## config.mk

```make
export PLATFORM = sky130hd
export DESIGN_NAME = multicycle_control
export DESIGN_NICKNAME = d
export VERILOG_FILES = /design/src/rtl/mips_ctl_pkg.sv /design/src/rtl/alu_decoder.sv /design/src/rtl/multicycle_control.sv
export SDC_FILE = /design/constraint.sdc
export NUM_CORES = 1
export LEC_CHECK = 0
export BUFFER_PORTS_ARGS = -buffer_cell sky130_fd_sc_hd__buf_4
export CAP_MARGIN = 15
export CORE_MARGIN = 2
export CORE_UTILIZATION = 35
export DETAILED_ROUTE_END_ITERATION = 6
export PLACE_DENSITY = 0.72
export SYNTH_ARGS = -nofsm -noshare
export SYNTH_HDL_FRONTEND = slang
export SYNTH_HIERARCHICAL = 1
export SYNTH_SLANG_ARGS = --single-unit
```

## constraint.sdc

```tcl
create_clock -name clk -period 1.7 [get_ports clk]
set_input_delay 0.085 -clock clk [delete_from_list [all_inputs] [get_ports clk]]
set_output_delay 0.085 -clock clk [all_outputs]
set_load 0.01 [all_outputs]
```

## src/rtl/mips_ctl_pkg.sv

```systemverilog
// Shared encodings for the multicycle MIPS32 control path: opcodes, funct codes,
// ALU operation codes, FSM state encoding and datapath mux selects.
package mips_ctl_pkg;

    localparam logic [5:0] OP_RTYPE = 6'h00;
    localparam logic [5:0] OP_J     = 6'h02;
    localparam logic [5:0] OP_BEQ   = 6'h04;
    localparam logic [5:0] OP_ADDI  = 6'h08;
    localparam logic [5:0] OP_LW    = 6'h23;
    localparam logic [5:0] OP_SW    = 6'h2B;

    localparam logic [5:0] FN_ADD = 6'h20;
    localparam logic [5:0] FN_SUB = 6'h22;
    localparam logic [5:0] FN_AND = 6'h24;
    localparam logic [5:0] FN_OR  = 6'h25;
    localparam logic [5:0] FN_NOR = 6'h27;
    localparam logic [5:0] FN_SLT = 6'h2A;

    localparam logic [3:0] ALU_AND = 4'd0;
    localparam logic [3:0] ALU_OR  = 4'd1;
    localparam logic [3:0] ALU_ADD = 4'd2;
    localparam logic [3:0] ALU_SUB = 4'd6;
    localparam logic [3:0] ALU_SLT = 4'd7;
    localparam logic [3:0] ALU_NOR = 4'd12;

    localparam logic [1:0] SRCB_REG     = 2'd0;
    localparam logic [1:0] SRCB_FOUR    = 2'd1;
    localparam logic [1:0] SRCB_IMM     = 2'd2;
    localparam logic [1:0] SRCB_IMM_SH2 = 2'd3;

    localparam logic [1:0] PCSRC_ALU    = 2'd0;
    localparam logic [1:0] PCSRC_ALUOUT = 2'd1;
    localparam logic [1:0] PCSRC_JUMP   = 2'd2;

    typedef enum logic [3:0] {
        S_FETCH   = 4'd0,
        S_DECODE  = 4'd1,
        S_MEMADR  = 4'd2,
        S_MEMRD   = 4'd3,
        S_MEMWB   = 4'd4,
        S_MEMWR   = 4'd5,
        S_EXEC    = 4'd6,
        S_RWB     = 4'd7,
        S_BEQ     = 4'd8,
        S_JUMP    = 4'd9,
        S_ADDI_EX = 4'd10,
        S_ADDI_WB = 4'd11
    } state_t;

    // Complete control word; the top drives every output port from one of these.
    typedef struct packed {
        logic [3:0] alu_ctl;
        logic       alu_src_a;
        logic [1:0] alu_src_b;
        logic [1:0] pc_source;
        logic       pc_write;
        logic       iord;
        logic       mem_read;
        logic       mem_write;
        logic       ir_write;
        logic       reg_write;
        logic       reg_dst;
        logic       mem_to_reg;
        logic       instr_done;
        logic       illegal_op;
    } ctl_t;

    function automatic logic opcode_supported(input logic [5:0] op);
        return (op == OP_RTYPE) || (op == OP_J) || (op == OP_BEQ) ||
               (op == OP_ADDI) || (op == OP_LW) || (op == OP_SW);
    endfunction

endpackage

```

## src/rtl/alu_decoder.sv

```systemverilog
// R-type funct to ALU operation map with a legality flag; purely combinational
// so it can be reused by a single-cycle control unit.
module alu_decoder
    import mips_ctl_pkg::*;
(
    input  logic [5:0] funct,
    output logic [3:0] alu_ctl,
    output logic       funct_legal
);

    always_comb begin
        alu_ctl     = ALU_ADD;
        funct_legal = 1'b1;
        case (funct)
            FN_ADD:  alu_ctl = ALU_ADD;
            FN_SUB:  alu_ctl = ALU_SUB;
            FN_AND:  alu_ctl = ALU_AND;
            FN_OR:   alu_ctl = ALU_OR;
            FN_NOR:  alu_ctl = ALU_NOR;
            FN_SLT:  alu_ctl = ALU_SLT;
            default: funct_legal = 1'b0;
        endcase
    end

endmodule

```

## src/rtl/multicycle_control.sv

```systemverilog
// Main control FSM for the multicycle MIPS32 datapath: sequences fetch through
// writeback, drives ALU op codes and all datapath selects/enables.
module multicycle_control
    import mips_ctl_pkg::*;
#(
    parameter logic [1:0] RESET_PC_SRC = PCSRC_ALU
) (
    input  logic       clk,
    input  logic       reset,
    input  logic [5:0] opcode,
    input  logic [5:0] funct,
    input  logic       zero,
    input  logic       mem_ready,
    output logic [3:0] alu_ctl,
    output logic       alu_src_a,
    output logic [1:0] alu_src_b,
    output logic [1:0] pc_source,
    output logic       pc_write,
    output logic       iord,
    output logic       mem_read,
    output logic       mem_write,
    output logic       ir_write,
    output logic       reg_write,
    output logic       reg_dst,
    output logic       mem_to_reg,
    output logic       instr_done,
    output logic       illegal_op,
    output logic [3:0] state
);

    state_t     r_state;
    state_t     w_next_state;
    logic [3:0] w_funct_alu_ctl;
    logic       w_funct_legal;
    logic       w_illegal;
    ctl_t       w_ctl;
    ctl_t       w_ctl_out;

    alu_decoder u_alu_decoder (
        .funct       (funct),
        .alu_ctl     (w_funct_alu_ctl),
        .funct_legal (w_funct_legal)
    );

    assign w_illegal = !opcode_supported(opcode) ||
                       ((opcode == OP_RTYPE) && !w_funct_legal);

    always_ff @(posedge clk or posedge reset) begin
        if (reset) begin
            r_state <= S_FETCH;
        end else begin
            r_state <= w_next_state;
        end
    end

    always_comb begin
        w_next_state = S_FETCH;
        case (r_state)
            S_FETCH:   w_next_state = mem_ready ? S_DECODE : S_FETCH;
            S_DECODE: begin
                case (opcode)
                    OP_LW, OP_SW: w_next_state = S_MEMADR;
                    OP_RTYPE:     w_next_state = w_funct_legal ? S_EXEC : S_FETCH;
                    OP_BEQ:       w_next_state = S_BEQ;
                    OP_J:         w_next_state = S_JUMP;
                    OP_ADDI:      w_next_state = S_ADDI_EX;
                    default:      w_next_state = S_FETCH;
                endcase
            end
            S_MEMADR:  w_next_state = (opcode == OP_LW) ? S_MEMRD : S_MEMWR;
            S_MEMRD:   w_next_state = mem_ready ? S_MEMWB : S_MEMRD;
            S_MEMWB:   w_next_state = S_FETCH;
            S_MEMWR:   w_next_state = mem_ready ? S_FETCH : S_MEMWR;
            S_EXEC:    w_next_state = S_RWB;
            S_RWB:     w_next_state = S_FETCH;
            S_BEQ:     w_next_state = S_FETCH;
            S_JUMP:    w_next_state = S_FETCH;
            S_ADDI_EX: w_next_state = S_ADDI_WB;
            S_ADDI_WB: w_next_state = S_FETCH;
            default:   w_next_state = S_FETCH;
        endcase
    end

    // Moore decode of state; pc_write/ir_write/instr_done follow mem_ready or zero
    // in the cycle the handshake or branch condition resolves.
    always_comb begin
        w_ctl = '0;
        case (r_state)
            S_FETCH: begin
                w_ctl.mem_read  = 1'b1;
                w_ctl.alu_src_b = SRCB_FOUR;
                w_ctl.alu_ctl   = ALU_ADD;
                w_ctl.pc_source = RESET_PC_SRC;
                w_ctl.ir_write  = mem_ready;
                w_ctl.pc_write  = mem_ready;
            end
            S_DECODE: begin
                w_ctl.alu_src_b  = SRCB_IMM_SH2;
                w_ctl.alu_ctl    = ALU_ADD;
                w_ctl.illegal_op = w_illegal;
            end
            S_MEMADR: begin
                w_ctl.alu_src_a = 1'b1;
                w_ctl.alu_src_b = SRCB_IMM;
                w_ctl.alu_ctl   = ALU_ADD;
            end
            S_MEMRD: begin
                w_ctl.mem_read = 1'b1;
                w_ctl.iord     = 1'b1;
            end
            S_MEMWB: begin
                w_ctl.reg_write  = 1'b1;
                w_ctl.mem_to_reg = 1'b1;
                w_ctl.instr_done = 1'b1;
            end
            S_MEMWR: begin
                w_ctl.mem_write  = 1'b1;
                w_ctl.iord       = 1'b1;
                w_ctl.instr_done = mem_ready;
            end
            S_EXEC: begin
                w_ctl.alu_src_a = 1'b1;
                w_ctl.alu_src_b = SRCB_REG;
                w_ctl.alu_ctl   = w_funct_alu_ctl;
            end
            S_RWB: begin
                w_ctl.reg_write  = 1'b1;
                w_ctl.reg_dst    = 1'b1;
                w_ctl.instr_done = 1'b1;
            end
            S_BEQ: begin
                w_ctl.alu_src_a  = 1'b1;
                w_ctl.alu_src_b  = SRCB_REG;
                w_ctl.alu_ctl    = ALU_SUB;
                w_ctl.pc_source  = PCSRC_ALUOUT;
                w_ctl.pc_write   = zero;
                w_ctl.instr_done = 1'b1;
            end
            S_JUMP: begin
                w_ctl.pc_source  = PCSRC_JUMP;
                w_ctl.pc_write   = 1'b1;
                w_ctl.instr_done = 1'b1;
            end
            S_ADDI_EX: begin
                w_ctl.alu_src_a = 1'b1;
                w_ctl.alu_src_b = SRCB_IMM;
                w_ctl.alu_ctl   = ALU_ADD;
            end
            S_ADDI_WB: begin
                w_ctl.reg_write  = 1'b1;
                w_ctl.instr_done = 1'b1;
            end
            default: w_ctl = '0;
        endcase
    end

    // Outputs are squashed combinationally so they go quiet the instant reset rises.
    always_comb begin
        if (reset) begin
            w_ctl_out           = '0;
            w_ctl_out.pc_source = RESET_PC_SRC;
        end else begin
            w_ctl_out = w_ctl;
        end
    end

    assign alu_ctl    = w_ctl_out.alu_ctl;
    assign alu_src_a  = w_ctl_out.alu_src_a;
    assign alu_src_b  = w_ctl_out.alu_src_b;
    assign pc_source  = w_ctl_out.pc_source;
    assign pc_write   = w_ctl_out.pc_write;
    assign iord       = w_ctl_out.iord;
    assign mem_read   = w_ctl_out.mem_read;
    assign mem_write  = w_ctl_out.mem_write;
    assign ir_write   = w_ctl_out.ir_write;
    assign reg_write  = w_ctl_out.reg_write;
    assign reg_dst    = w_ctl_out.reg_dst;
    assign mem_to_reg = w_ctl_out.mem_to_reg;
    assign instr_done = w_ctl_out.instr_done;
    assign illegal_op = w_ctl_out.illegal_op;
    assign state      = r_state;

endmodule

```

==> results_dict.tcl <==
set metrics [dict create \
    arrival_ns 1.60 \
    nets 168 \
    timing.slew.headroom_pct 76.8 \
    synth-edff-count 0 \
    finalPower_mw 0.505 \
    diodes 0 \
    syn_area_per_cell_sq_um 7.12 \
    drt-initial-drc-count 20 \
    ys_types 45 \
    h-tree-depth 1 \
    crit_type "reg -> out" \
    cpMaxStageDelayCell "dfrtp_2" \
    drv_slew 0 \
    rr_worst_depth 5 \
    finish.utilization_pct 61.0 \
    grt_pass1_vias 788 \
    ys_ff_latch 4 \
    fp.coreArea_sq_mm 0.00196 \
    finalClockSkew_ns 0.00724 \
    yosys-top-cells-area "dfrtp_1 (14%), nor3_1 (6.8%), o21ai_0 (4.8%)" \
    dp_slack_ns 0.183 \
    worstHoldStart "mem_ready" \
    async_flop_share_pct 100 \
    synthToLayoutAreaGrowth_pct 63.1 \
    synthTopCellsByCount "nor3_1 (10), nor2_1 (9), nand2_1 (7), o21ai_0 (7), a21oi_1 (6)" \
    grt_first_pass_wirelength_mm 3.71 \
    cts_buffers 3 \
    synth_xor_area_share_pct 2.39 \
    period_needed_ns 1.69 \
    cts_tree "built" \
    crit_fanout 12 \
    grt_overflow 0 \
    firstDrtPassIters 4 \
    root_buffer "clkbuf_4" \
    synth_compound_area_share_pct 31.7 \
    hold_class "in -> reg" \
    syn-num-nets 119 \
    maxCapViolations 0 \
    synthAdderAreaFrac_pct 0 \
    tns_ns 0 \
    slowest_delay_ns 0.49 \
    antenna_found_initial 0 \
    rows 16 \
    rr_startpoint "state[1]" \
    fin_crit_sh_pct 99.2 \
    irDropWorstVdd_mv 0.301 \
    drc 0 \
    critPathRequiredTime_ns 1.62 \
    place_congestion 0.851 \
    worstHoldEndpoint "state[0]" \
    yosysMostFrequentCell "nor3_1" \
    placedCellCount 165 \
    clock_path_buffers 2 \
    p_per_area_mw_per_mm2 422 \
    netlist.area_leader.share_pct 13.7 \
    insertion_delay_ns 0.25 \
    clock-sinks 4 \
    dp_hpwl_mm 1.79 \
    tightest_slew_ns 0.348 \
    ys_warn_count 6 \
    wl_per_cell_um 14.9 \
    fp.dieH_um 49.8 \
    synth-simple-area-share_pct 42.8 \
    largest_reg_flops 4 \
    syn_area_sq_um 733 \
    vias_per_cell 5.65 \
    final_cells 177 \
    initial_core_util_pct 37.4 \
    ys_seq_area_share_pct 13.7 \
    path_cells "nor2b_4, buf_12, o32a_1, nor2_1, buf_4" \
    p_leak_nw 0.518 \
    synth_top_family_by_area "simple AND/OR/NAND/NOR gates" \
    r2r_end "state[2]" \
    grt_max_degree 15 \
    synth_ff_type "dfrtp_1" \
    rsz0062_at_grt "yes" \
    worst_slack_ns 0.0139 \
    critPathLaunchType "flip-flop" \
    setup_violations 0 \
    fillCellCount 184 \
    synth_top_cell_by_area "dfrtp_1" \
    drive_above_1_share_pct 50.0 \
    via_count 1000 \
    synth_mux_area_share_pct 1.54 \
    finalWirelength_mm 2.64 \
    hold_slack_ns 0.202 \
    grt_usage_pct 19.4 \
    dpl-instance-area_sq_mm 0.00104 \
    die-area_sq_mm 0.00248 \
    syn_inst 103 \
    die_x_um 49.8 \
    rrSetupSlack_ns 0.26 \
    port_buffers 38 \
    ios 39 \
    final_antenna_net_count 0 \
    cp-end-kind "output pin" \
    status "complete, no violations" \
    finalHoldViolations 0 \
    final_cell_area_sq_mm 0.00120 \
    fmaxAchievable_mhz 593 \
    path_clk_slew_ns 0.04 \
    hold_depth 3 \
]
-- worst max-delay path, delay by kind of cell (launching register included) --
family / cells / cell delay, ns
simple gates: 2 / 0.28
buf+inv: 2 / 0.25
flops: 1 / 0.49
compound gates: 1 / 0.33
-- repair_timing --
item / 4_1_cts / 5_1_grt
hold buffers: 1 / 0
gates resized for setup: 4 / 11
buffers inserted: 0 / 8
endpoints found under the hold margin: 4 / 0
pin swaps: 0 / 1
setup endpoints to repair: 4 / 9
-- cell usage in the layout, fill, tap and decap left out, drive strengths merged, types with 2 or more instances in the layout --
cell and n:
o211ai 2, a21oi 6, and3 2, a2111oi 2
nand2b 3, o22ai 2, nor4 3, nor2b 3
or2 2, o21ai 9, nand3 3, dfrtp 4
nand4bb 2, nor2 9, clkbuf 4, o22a 2
nand2 8, nor3 12, a211oi 2, buf 49
inv 4
-- logic make-up after synthesis --
logic type | count (synthesis)
simple gates | 53
compound gates | 31
buf+inv | 12
flops | 4
xor+xnor | 2
mux | 1
-- where the power goes --
part / total (mW) / internal [mW] / switching (mW)
logic: 0.260 / 0.132 / 0.128
clock network: 0.126 / 0.0794 / 0.0461
registers: 0.119 / 0.102 / 0.0172
-- metal layers --
layer,GRT usage [%],share of wire [%]
met1,26.2,42
met2,30.2,50
met3,4.85,6.9
met4,5.56,0.76
met5,0,0
-- area by class of cell --
type / count / area [sq um] / area share [%]
well taps: 27 / 33.8 / 2.82
clock buffers: 3 / 22.5 / 1.88
repair buffers: 51 / 395 / 33.1
flip-flops and latches: 4 / 104 / 8.68
inverters: 5 / 22.5 / 1.88
multi-input cells: 87 / 618 / 51.7
-- worst max-delay path by stage --
| stage | depth (start not counted) | end | from | slack (ns) |
|---|---|---|---|---|
| after floorplan | 4 | pc_write | state[0] | 0.19 |
| after global placement | 4 | illegal_op | state[0] | 0.23 |
| after detailed placement | 5 | state[2] | state[0] | 0.18 |
| after CTS | 5 | reg_write | state[3] | 0.01 |
| after global routing | 5 | reg_write | state[0] | -0.05 |
| final | 5 | reg_write | state[0] | 0.01 |
(Power assumes the default switching activity.)
